[config.mk]
export PLATFORM = sky130hd
export DESIGN_NAME = board_cursor_ctrl
export DESIGN_NICKNAME = d
export VERILOG_FILES = /design/src/rtl/checker_pkg.sv /design/src/rtl/btn_edge_repeat.sv /design/src/rtl/board_cursor_ctrl.sv
export SDC_FILE = /design/constraint.sdc
export NUM_CORES = 1
export LEC_CHECK = 0
export ABC_AREA = 1
export CORE_MARGIN = 3
export CORE_UTILIZATION = 39
export DETAILED_ROUTE_END_ITERATION = 8
export PLACE_DENSITY = 0.69
export SLEW_MARGIN = 10
export SYNTH_ARGS = -nofsm -noshare
export SYNTH_HDL_FRONTEND = slang
export SYNTH_SLANG_ARGS = --single-unit
[constraint.sdc]
create_clock -name clk -period 8.15 [get_ports clk]
set_input_delay 0.815 -clock clk [delete_from_list [all_inputs] [get_ports clk]]
set_output_delay 0.815 -clock clk [all_outputs]
set_load 0.03 [all_outputs]
[src/rtl/checker_pkg.sv]
// Shared types and helpers for the checkers board input path.
// Cell encoding, legal-move slot layout, FSM states, cursor step.
// Build option: CURSOR_WRAP_EN makes the cursor wrap instead of saturate.
package checker_pkg;

   localparam int LOC_W   = 6;
   localparam int OCC     = 2;
   localparam int RED     = 1;
   localparam int KING    = 0;
   localparam int SLOT_W  = 7;
   localparam int SLOT_N  = 4;
   localparam int BOARD_W = 192;

   typedef enum logic [1:0] {
      BROWSE,
      PICKED,
      COMMIT
   } state_t;

   // True when the square holds a piece of the side to move.
   function automatic logic own_piece(
      input logic [BOARD_W-1:0] board,
      input logic [LOC_W-1:0]   loc,
      input logic               red_turn
   );
      int base;
      base = 3 * int'(loc);
      return board[base + OCC] &&
             (board[base + RED] == red_turn);
   endfunction

   // One step along an axis; inc = 1 steps up, 0 steps down.
   function automatic logic [2:0] step(
      input logic [2:0] c,
      input logic       inc
   );
`ifdef CURSOR_WRAP_EN
      return inc ? c + 3'd1 : c - 3'd1;
`else
      if (inc)
         return (c == 3'd7) ? c : c + 3'd1;
      else
         return (c == 3'd0) ? c : c - 3'd1;
`endif
   endfunction

endpackage

[src/rtl/btn_edge_repeat.sv]
// Rising-edge detector with optional hold-to-repeat for one button.
// Ports: clk, rst, level (debounced), evt (registered one-cycle event).
module btn_edge_repeat #(
   parameter int REPEAT_CYCLES = 12_500_000,
   parameter bit REPEAT_EN     = 1'b1
) (
   input  logic clk,
   input  logic rst,
   input  logic level,
   output logic evt
);

   localparam int CW = $clog2(REPEAT_CYCLES + 1);

   logic          prev;
   logic [CW-1:0] cnt;
   logic          rise;
   logic          rep;

   assign rise = level && !prev;
   // Counter measures held cycles since the last event; it fires once
   // REPEAT_CYCLES full cycles have elapsed, then starts over.
   assign rep  = REPEAT_EN && level && prev &&
                 (cnt == CW'(REPEAT_CYCLES));

   always_ff @(posedge clk) begin
      if (rst) begin
         prev <= 1'b0;
         cnt  <= '0;
         evt  <= 1'b0;
      end else begin
         prev <= level;
         evt  <= rise || rep;
         if (!REPEAT_EN || !level || rise || rep)
            cnt <= '0;
         else
            cnt <= cnt + 1'b1;
      end
   end

endmodule

[src/rtl/board_cursor_ctrl.sv]
// Cursor / selection / move-request controller for the checkers board.
// In: clk, rst, btn_*, serialized_board, turn_red, legal_move,
// frame_start, move_ready. Out: move_valid/from/to, cursor_loc,
// select_loc, select_valid (display outputs frame-synced).
// Build option: CURSOR_WRAP_EN (cursor wraps at board edges).
module board_cursor_ctrl
   import checker_pkg::*;
#(
   parameter int          REPEAT_CYCLES = 12_500_000,
   parameter logic [5:0]  INIT_CURSOR   = 6'd0
) (
   input  logic                      clk,
   input  logic                      rst,
   input  logic                      btn_up,
   input  logic                      btn_down,
   input  logic                      btn_left,
   input  logic                      btn_right,
   input  logic                      btn_sel,
   input  logic [BOARD_W-1:0]        serialized_board,
   input  logic                      turn_red,
   input  logic [SLOT_W*SLOT_N-1:0]  legal_move,
   input  logic                      frame_start,
   input  logic                      move_ready,
   output logic                      move_valid,
   output logic [LOC_W-1:0]          move_from,
   output logic [LOC_W-1:0]          move_to,
   output logic [LOC_W-1:0]          cursor_loc,
   output logic [LOC_W-1:0]          select_loc,
   output logic                      select_valid
);

   logic ev_up, ev_down, ev_left, ev_right, ev_sel;

   btn_edge_repeat #(.REPEAT_CYCLES(REPEAT_CYCLES)) u_up (
      .clk(clk), .rst(rst), .level(btn_up), .evt(ev_up));
   btn_edge_repeat #(.REPEAT_CYCLES(REPEAT_CYCLES)) u_down (
      .clk(clk), .rst(rst), .level(btn_down), .evt(ev_down));
   btn_edge_repeat #(.REPEAT_CYCLES(REPEAT_CYCLES)) u_left (
      .clk(clk), .rst(rst), .level(btn_left), .evt(ev_left));
   btn_edge_repeat #(.REPEAT_CYCLES(REPEAT_CYCLES)) u_right (
      .clk(clk), .rst(rst), .level(btn_right), .evt(ev_right));
   btn_edge_repeat #(
      .REPEAT_CYCLES(REPEAT_CYCLES),
      .REPEAT_EN(1'b0)
   ) u_sel (
      .clk(clk), .rst(rst), .level(btn_sel), .evt(ev_sel));

   state_t           state;
   logic [LOC_W-1:0] cur;
   logic [LOC_W-1:0] sel_loc;
   logic             sel_valid;
   logic [LOC_W-1:0] next_cur;
   logic             own_cur;
   logic             legal_hit;

   assign own_cur = own_piece(serialized_board, cur, turn_red);

   always_comb begin
      legal_hit = 1'b0;
      for (int s = 0; s < SLOT_N; s++) begin
         if (legal_move[s*SLOT_W + 6] &&
             legal_move[s*SLOT_W +: LOC_W] == cur)
            legal_hit = 1'b1;
      end
   end

   // Only one direction is applied per cycle: up > down > left > right.
   always_comb begin
      next_cur = cur;
      priority case (1'b1)
         ev_up:    next_cur[2:0] = step(cur[2:0], 1'b1);
         ev_down:  next_cur[2:0] = step(cur[2:0], 1'b0);
         ev_left:  next_cur[5:3] = step(cur[5:3], 1'b0);
         ev_right: next_cur[5:3] = step(cur[5:3], 1'b1);
         default:  next_cur = cur;
      endcase
   end

   always_ff @(posedge clk) begin
      if (rst) begin
         state        <= BROWSE;
         cur          <= INIT_CURSOR;
         sel_loc      <= '0;
         sel_valid    <= 1'b0;
         move_valid   <= 1'b0;
         move_from    <= '0;
         move_to      <= '0;
         cursor_loc   <= INIT_CURSOR;
         select_loc   <= '0;
         select_valid <= 1'b0;
      end else begin
         // Display copies pre-update values, so same-cycle changes
         // wait for the next frame.
         if (frame_start) begin
            cursor_loc   <= cur;
            select_loc   <= sel_loc;
            select_valid <= sel_valid;
         end

         // Select is judged on the cursor before this cycle's move.
         unique case (state)
            BROWSE: begin
               if (ev_sel && own_cur) begin
                  sel_loc   <= cur;
                  sel_valid <= 1'b1;
                  state     <= PICKED;
               end
            end
            PICKED: begin
               if (ev_sel) begin
                  if (cur == sel_loc) begin
                     sel_valid <= 1'b0;
                     state     <= BROWSE;
                  end else if (own_cur) begin
                     sel_loc <= cur;
                  end else if (legal_hit) begin
                     move_from  <= sel_loc;
                     move_to    <= cur;
                     move_valid <= 1'b1;
                     state      <= COMMIT;
                  end
               end
            end
            COMMIT: begin
               if (move_valid && move_ready) begin
                  move_valid <= 1'b0;
                  sel_valid  <= 1'b0;
                  state      <= BROWSE;
               end
            end
            default: state <= BROWSE;
         endcase

         if (state != COMMIT)
            cur <= next_cur;
      end
   end

endmodule

==> flow_summary.ini <==
[clock_tree]
cts_made_buffers = 17
postCtsHoldBufs = 0
cts_tree = done
clock-sinks = 147
clockBufferDepth = 2
ctsRootBufferMaster = clkbuf_16
htreeDepth = 4
postCtsSetupBuffers = 0
clkTransAtPathRegs_ns = 0.06
insertion_delay_ns = 0.42
cts_resized = 0

[route]
vias = 13000
final_antenna_net_count = 0
first_pass_iters = 7
drc = 0
vias_per_cell = 5.33
drt_iter0_drc = 1262
wirelength_mm = 39.0
routedWlPerCell_um = 16.0

[worst_setup_path]
rrSetupSlack_ns = 2.15
cp_num_cells = 19
r2r_end = move_from[3]
crit_buf_inv = 3
arrival_ns = 6.26
startpoint_type = flip-flop
critPathMaxStageDelay_ns = 1.08
cpMaxStageDelayCell = ha_2
cp_cell_sequence = inv_1 > ha_4 > ha_2 > clkinv_1 > buf_4 > a21oi_1 > o21ai_0 > nand3_1 > nand3_1 > nand3_1 > nand3_1 > nand3b_1 > nand2_1 > nand2_1 > nand2_1 > nand3_2 > nand4_4 > a21oi_1 > nor2_1
r2r_cells = 19
reg2reg_from = cur[1]
cp_data_required_time_ns = 8.41
path_delay_family = adder cells
startpoint = cur[1]
worst_setup_path_end_kind = flip-flop
cpMostUsedCell = nand3_1
critPathKind = reg2reg
worstPathMaxFanout = 103

[logic_synthesis]
ys_types = 55
synth_ff_type = dfxtp_1
yosys.area.top_type = dfxtp_1
synth_area_sq_um = 11100
yosys.area.top_type_share = 0.265
ys_ff_latch = 147
synth_cells = 1857
synth_warnings = 0
yosysSeqAreaShare = 0.265
syn_area_per_cell_sq_um = 5.99
syn-num-nets = 2112
async_flop_share = 0
ys_top_cells_by_area = dfxtp_1 (26%), nand3_1 (14%), nand2_1 (14%)
synth-edff-count = 0

[die]
initial_utilization = 0.398
core_area_sq_um = 27900
die_w_um = 175
pin_count = 256
die_y_um = 175
rows = 61
die-area_sq_um = 30600

[sta]
period_needed_ns = 6.00
tightest_slew_ns = 1.07
finalSetupTns_ns = 0
relSlewSlack = 0.285
worst_hold_slack_ns = 0.386
drv_slew = 0
rsz0062_at_grt = no
max_clock_freq_mhz = 167
hold_viol = 0
setup_viol = 0
clock-skew-final_ns = 0.0120
finalCritPeriodShare = 0.736

[min_path]
hold_path_class = reg2reg
hold_depth = 1
hold_start = u_sel.prev
min_to = u_sel.evt

[power]
leakagePower_nw = 5.77
power_mw = 3.16
ir_drop_v = 0.000131
power.density_nw_per_um2 = 220

[job]
cap_viol_max_count = 0

[global_route]
grt_max_degree = 104
grtUsageTotal = 0.248
grt_pass1_vias = 12500
antenna_found_initial = 0
overflow = 0
grt_pass1_wl_mm = 62.7

[cells_and_area]
final_area_sq_um = 14300
nets = 2307
drive_gt1_frac = 0.0441
areaGrowthSynthToFinish_pct = 28.7
n_antenna_cell = 0
nFillCells = 2804
fin_cells = 2443

[run_status]
status = finished, final reports clean

[place]
port_buffers = 255
gp_congestion = 0.930
dp_cells = 2411
dp_hpwl_mm = 28.5
dpl_cell_area_sq_um = 13700
## layout by cell type, fill, tap and decap left out, types with 3 or more instances in the layout
cell type        instances
nor2_1                 257
nor4_1                  11
o211ai_1                 9
inv_4                    3
nor3_2                   6
o22ai_1                  8
clkinv_1                 4
clkbuf_16               17
nand3_2                  7
clkdlybuf4s50_1        255
clkinvlp_4               3
nand4_1                 28
fa_1                     3
o21a_1                   7
clkinv_4                 3
xor2_1                  21
nor3b_1                  9
inv_6                    5
xnor2_1                  7
or2_2                    5
a21oi_1                111
nand2_1                419
inv_2                    5
nand2_2                  5
ha_1                    20
a31oi_1                  8
nor3_1                  30
nand3_1                322
inv_1                  191
nor2_2                   9
dfxtp_1                146
buf_4                    6
o21ai_0                 87
## report_power, final
part | switching (mW) | total [mW] | internal (mW)
logic | 1.07 | 1.63 | 0.560
clock network | 0.322 | 0.757 | 0.435
registers | 0.0275 | 0.773 | 0.746
total | 1.42 | 3.16 | 1.74
## layer usage
layer | up-vias | GRT usage | share of wire
met1 | 5899 | 0.321 | 0.43
met5 | - | 0 | 0
li1 | 6500 | - | -
met4 | 0 | 0.0751 | 0.023
met3 | 64 | 0.0519 | 0.086
met2 | 558 | 0.414 | 0.46
## worst max-delay path by stage
stage | to | slack, ns
after floorplan | sel_loc[3] | 4.57
after global placement | move_to[3] | 2.39
after detailed placement | move_from[3] | 2.21
after CTS | move_from[3] | 2.18
after global routing | move_from[3] | 1.61
final | move_from[3] | 2.15
## final cells by class
type	count	area, sq um	share of cell area
well taps	378	473	0.0330
clock inverters	12	123	0.00857
repair buffers	261	2600	0.181
flip-flops and latches	147	2940	0.206
clock buffers	20	447	0.0312
inverters	203	769	0.0538
multi-input cells	1422	6960	0.486
## stage by stage
stage / utilization / setup slack (ns)
2_1_floorplan: - / 4.57
3_3_place_gp: 0.492 / 2.39
3_5_place_dp: 0.492 / 2.21
4_1_cts: 0.512 / 2.18
5_1_grt: 0.512 / 1.61
6_report: 0.512 / 2.15
## registers in the layout, summed over array words and instances (netlist names), 2 cells and up
signal / cells
u_down.cnt: 24
u_left.cnt: 24
u_right.cnt: 24
u_up.cnt: 24
cur: 6
cursor_loc: 6
move_from: 6
move_to: 6
sel_loc: 6
select_loc: 6
state: 2
## cells by family after synthesis
group / Yosys count / share of synthesized area
buf+inv: 288 / 0.111
compound gates: 245 / 0.120
simple gates: 1123 / 0.451
xor+xnor: 29 / 0.0235
flops: 147 / 0.265
fa+ha+maj: 25 / 0.0301
## Yosys cell counts (8+ instances only)
master and number:
nor4_1 11, a21oi_1 111, nor2_1 258, dfxtp_1 147
o22ai_1 8, buf_2 31, inv_1 191, nor3b_1 9
nor3_1 30, buf_6 9, xor2_1 21, o211ai_1 9
o21ai_0 87, nor2_2 8, nand4_1 28, ha_1 22
nand2_1 419, a31oi_1 8, buf_4 11, clkbuf_1 28
nand3_1 322
No activity file was read; power rests on OpenSTA's default activity.
